==> config.mk <==
export PLATFORM = sky130hd
export DESIGN_NAME = l2_cacheline_adaptor
export DESIGN_NICKNAME = d
export VERILOG_FILES = /design/src/rtl/l2_cacheline_adaptor.sv
export SDC_FILE = /design/constraint.sdc
export NUM_CORES = 1
export LEC_CHECK = 0
export BUFFER_PORTS_ARGS = -buffer_cell sky130_fd_sc_hd__buf_2
export CORE_AREA = 3 3 280 282
export DETAILED_ROUTE_END_ITERATION = 8
export DIE_AREA = 0 0 283 285
export PLACE_DENSITY = 0.41
export SLEW_MARGIN = 20
export SYNTH_ARGS = -nofsm -noshare
export SYNTH_HDL_FRONTEND = slang
export SYNTH_SLANG_ARGS = --single-unit
==> constraint.sdc <==
create_clock -name clk -period 3 [get_ports clk]
set_input_delay 0.75 -clock clk [delete_from_list [all_inputs] [get_ports clk]]
set_output_delay 0.75 -clock clk [all_outputs]
set_load 0.01 [all_outputs]
==> src/rtl/l2_cacheline_adaptor.sv <==
// l2_cacheline_adaptor
//   Converts single 256-bit L2 line reads/writebacks into four 64-bit memory
//   beats (beat 0 = line bits [63:0] first) and reassembles read beats into a
//   full line. Every transaction ends with a one-cycle pmem_resp.
//
// Ports
//   clk, rst          : clock, synchronous active-low reset
//   pmem_read/write   : L2 line request (held until pmem_resp)
//   pmem_address      : L2 line address (low 5 bits dropped)
//   pmem_wdata        : writeback line
//   pmem_rdata        : assembled read line, valid with pmem_resp
//   pmem_resp         : completion pulse
//   burst_rdata       : read beat from memory
//   burst_resp        : beat handshake, one beat per cycle it is high
//   burst_wdata       : write beat to memory
//   burst_read/write  : memory burst request
//   burst_address     : line-aligned burst address, 0 while idle
//
// Build option
//   L2_ADAPTOR_FWD_EN : drop the DONE state; pmem_resp (and, for reads, the
//                       last beat) is forwarded combinationally in the cycle
//                       beat 3 is accepted.
module l2_cacheline_adaptor #(
   parameter int s_line  = 256,
   parameter int s_burst = 64
) (
   input  logic               clk,
   input  logic               rst,
   input  logic               pmem_read,
   input  logic               pmem_write,
   input  logic [31:0]        pmem_address,
   input  logic [s_line-1:0]  pmem_wdata,
   output logic [s_line-1:0]  pmem_rdata,
   output logic               pmem_resp,
   input  logic [s_burst-1:0] burst_rdata,
   input  logic               burst_resp,
   output logic [s_burst-1:0] burst_wdata,
   output logic               burst_read,
   output logic               burst_write,
   output logic [31:0]        burst_address
);

   localparam logic [1:0] IDLE  = 2'd0;
   localparam logic [1:0] READ  = 2'd1;
   localparam logic [1:0] WRITE = 2'd2;
   localparam logic [1:0] DONE  = 2'd3;

`ifdef L2_ADAPTOR_FWD_EN
   localparam logic [1:0] AFTER_LAST = IDLE;
`else
   localparam logic [1:0] AFTER_LAST = DONE;
`endif

   logic [1:0]        state;
   logic [1:0]        cnt;
   logic [s_line-1:0] line_buf;   // writeback line, or read line being filled
   logic [31:0]       addr_q;

   logic last_beat;
   assign last_beat = (cnt == 2'd3) && burst_resp;

   always_ff @(posedge clk) begin
      if (!rst) begin
         state    <= IDLE;
         cnt      <= 2'd0;
         line_buf <= '0;
         addr_q   <= '0;
      end else begin
         case (state)
            IDLE: begin
               // Write wins if the L2 ever raises both.
               if (pmem_write) begin
                  line_buf <= pmem_wdata;
                  addr_q   <= pmem_address & 32'hFFFF_FFE0;
                  cnt      <= 2'd0;
                  state    <= WRITE;
               end else if (pmem_read) begin
                  addr_q   <= pmem_address & 32'hFFFF_FFE0;
                  cnt      <= 2'd0;
                  state    <= READ;
               end
            end
            READ: begin
               if (burst_resp) begin
                  line_buf[int'(cnt)*s_burst +: s_burst] <= burst_rdata;
                  cnt <= cnt + 2'd1;
                  if (last_beat) state <= AFTER_LAST;
               end
            end
            WRITE: begin
               if (burst_resp) begin
                  cnt <= cnt + 2'd1;
                  if (last_beat) state <= AFTER_LAST;
               end
            end
            DONE:    state <= IDLE;
            default: state <= IDLE;
         endcase
      end
   end

   always_comb begin
      burst_read    = (state == READ);
      burst_write   = (state == WRITE);
      burst_wdata   = (state == WRITE) ? line_buf[int'(cnt)*s_burst +: s_burst] : '0;
      burst_address = (state == IDLE) ? '0 : addr_q;
`ifdef L2_ADAPTOR_FWD_EN
      // Beat 3 bypasses the buffer so the line is complete in its accept cycle.
      pmem_resp  = ((state == READ) || (state == WRITE)) && last_beat;
      pmem_rdata = ((state == READ) && (cnt == 2'd3))
                   ? {burst_rdata, line_buf[s_line-s_burst-1:0]} : line_buf;
`else
      pmem_resp  = (state == DONE);
      pmem_rdata = line_buf;
`endif
   end

endmodule
==> results by group <==
Clocking
  – CTS tree: done
  – TritonCTS Sinks: ~290
  – Clk buf depth: 3
  – Clock transition at path regs: 0.06 ns
  – Skew-Pair Late Insertion Delay: about 0.55 ns
  – Root Buffer: clkbuf_16
  – Cts hold-fix bufs: 0
  – H-tree Lvls: 2
  – Cts bufs inserted: 40

GRT
  – Vias in the first global route: around 19000
  – First-pass GRT wire length: 131000 um
  – Total congestion overflow: 0
  – Total GRT Usage: 0.211
  – Largest net degree at the start of global routing: between 100 and 150
  – Initial antenna violation count: 21

Place
  – Dpl hpwl: between 60000 and 70000 um
  – PortBufs: between 700 and 800
  – Routability Congestion: around 0.87

Pwr
  – Power share of the sequential group: 0.302
  – PwrDens: 991 nW/um2
  – Comb power frac: 0.492
  – Clock power frac: 0.206
  – Leak: around 0.0096 uW
  – Switching Power: slightly above 10000 uW
  – Peak VDD IR: about 0.00056 V
  – Total Power: 23400 uW
  – Internal: 13100 uW
  – Switching share of power: 0.439

Die
  – Die area: between 80000 and 90000 um2
  – Core area: roughly 76000 um2
  – Die H: between 200 and 300 um
  – Std-Cell Rows: around 100
  – Initial cell density of the core: 0.234
  – Num ports: approximately 710
  – Die width: around 280 um

Synth
  – Post-synth design cell area: about 18000 um2
  – Sequential share of the synthesized area: 0.323
  – Synth Area per Inst: just over 9 um2
  – Number of synthesized flops with an enable pin: 0
  – Synth Instances: 1910
  – Synthesized flop and latch total: 287
  – Yosys warns: 0
  – Most used DFF post-synth: dfxtp_1
  – Asr flop ratio synth: 0
  – Synth unique cells: 36

Route
  – Antenna Nets Post-Route: 0
  – TritonRoute pass-1 iters: 5
  – Initial detailed-routing violation count: around 1200
  – Remaining DRCs: 0
  – Routed vias: around 18000
  – Vias per Instance: 5.19
  – Routed len/inst: roughly 25 um
  – Detailed Route WL: just under 90000 um

STA
  – Worst Clk Skew: ~0.018 ns
  – Final setup viols: 0
  – Min cycle time layout: a little under 3 ns
  – Setup TNS: 0 ns
  – Max Slew Vio Count: 0
  – Hold Vio Cnt, Final: 0
  – F_max: roughly 340 MHz
  – RSZ-0062 raised after global routing: no
  – Slew @ Worst Pin: a little over 1 ns
  – Final period utilization: 0.976
  – Rel. slew slack: 0.311

Setup path
  – Worst Path Max Fanout: 18
  – Critical Path AT: around 2.2 ns
  – R2R Setup Slk: 0.42 ns
  – Worst setup SP type: flip-flop
  – CP cell instances: buf_4 -> mux4_2 -> and2_1 -> buf_2
  – Critical Path RT: about 2.3 ns
  – Worst r2r src: cnt[0]
  – Crit path from: cnt[1]
  – Setup Crit Path Kind: flip-flop to primary output
  – Worst path slowest cell: dfxtp_4
  – FF-to-FF End: pmem_rdata[165]
  – CP endpoint kind: primary output
  – R2R cell count: 6
  – Max incr delay on CP: ~0.6 ns

Worst hold path
  – Worst hold path class: primary input to flip-flop
  – Hold-critical path depth: 3
  – Worst Hold End: addr_q[30]
  – Hold path startpoint: pmem_address[30]

Run status
  – Outcome: finished clean

Layout
  – Layout area overhead: 32.6%
  – Most common cell after layout, fill and taps aside: buf_2
  – Most frequent cells in the layout: buf_2 (700), dfxtp_1 (285), nand2b_1 (191), a21oi_1 (160), nand3_1 (128)
  – Final net count: about 2800
  – Fraction of layout cells with a size suffix above 1: 0.417

Run
  – Max-cap viol count: 0
-- worst max-delay path, delay by kind of cell (launching register included) --
| family | cells | cell delay (ns) |
|---|---|---|
| multiplexers | 1 | 0.36 |
| flip-flops | 1 | 0.59 |
| AND/OR/NAND/NOR | 1 | 0.18 |
| buffers and inverters | 2 | 0.50 |
-- area by class of cell --
type	instances	area, um2
Inverter	69	267
Sequential cell	287	5750
Tap cell	1030	1290
Antenna cell	18	45.0
Multi-Input combinational cell	1308	10600
Clock buffer	55	1140
Timing Repair Buffer	763	4350
Fill cell	8135	52400
Clock inverter	15	154
-- cell families (layout without fill, tap and decap cells) --
family          after synthesis  count (layout)  synth area share
simple gates                735             735             0.230
compound gates              491             491             0.268
buf+inv                     319             902            0.0894
flops                       287             287             0.323
mux                          67              67            0.0830
fa+ha+maj                    10              10           0.00703
other cells                   1              23          0.000211
-- layer usage --
metal  GRT usage  vias to the layer above  share of wire
met5           0                        -        0.00079
met4      0.0683                       10          0.026
met3      0.0526                      141          0.071
met2       0.361                      779           0.49
met1       0.259                     9157           0.41
li1            -                     8306              -
-- synthesized netlist by cell type (all sizes together) (2+ instances only) --
| master | n | area share |
|---|---|---|
| inv | 68 | 0.014 |
| o311ai | 65 | 0.032 |
| nand2b | 193 | 0.068 |
| nand4 | 66 | 0.023 |
| dfxtp | 287 | 0.32 |
| nor2b | 94 | 0.033 |
| and2 | 68 | 0.024 |
| a21oi | 160 | 0.045 |
| o221a | 128 | 0.081 |
| o21ai | 3 | 0.00084 |
| a311oi | 129 | 0.11 |
| nand2 | 118 | 0.025 |
| mux2i | 2 | 0.0011 |
| clkbuf | 115 | 0.024 |
| nand3 | 128 | 0.036 |
| a21bo | 5 | 0.0028 |
| buf | 135 | 0.051 |
| nor3 | 64 | 0.018 |
| ha | 10 | 0.0070 |
| mux4 | 64 | 0.081 |
-- power by group through the flow --
stage | registers, uW | logic [uW] | clock network (uW)
floorplan | 7130 | 6670 | 0
global placement | 7090 | 11400 | 0
detailed placement | 7120 | 11500 | 0
CTS | 7060 | 11600 | 4970
global route | 7200 | 12300 | 5100
finish | 7070 | 11500 | 4820
-- sequential cells by signal, summed over array words and instances, names as in the netlist --
name,count
state,2
cnt,2
addr_q,27
pmem_rdata,256
-- worst max-delay path by stage --
| stage | to | cells after the start |
|---|---|---|
| global placement | pmem_rdata[163] | 6 |
| floorplan | pmem_rdata[115] | 9 |
| detailed placement | pmem_rdata[165] | 6 |
| global route | burst_wdata[0] | 4 |
| CTS | burst_wdata[56] | 4 |
| finish | burst_wdata[56] | 4 |
-- what timing repair did --
action,CTS,global route
pin swaps,0,0
setup endpoints to repair,18,1
resized for setup,1,1
setup buffers,0,0
-- through the flow --
stage,cells,hold slack [ns],area (um2),utilization,setup slack [ns]
after CTS,3527,0.391,23500,0.310,0.0419
after global routing,3540,0.399,23600,0.310,0.00920
after floorplan,1914,0.432,17800,-,0.583
after global placement,3457,0.443,22200,0.293,0.435
final,3545,0.442,23600,0.311,0.0708
after detailed placement,3457,0.442,22200,0.293,0.398
Note: power is estimated with default switching activity, not from simulation.
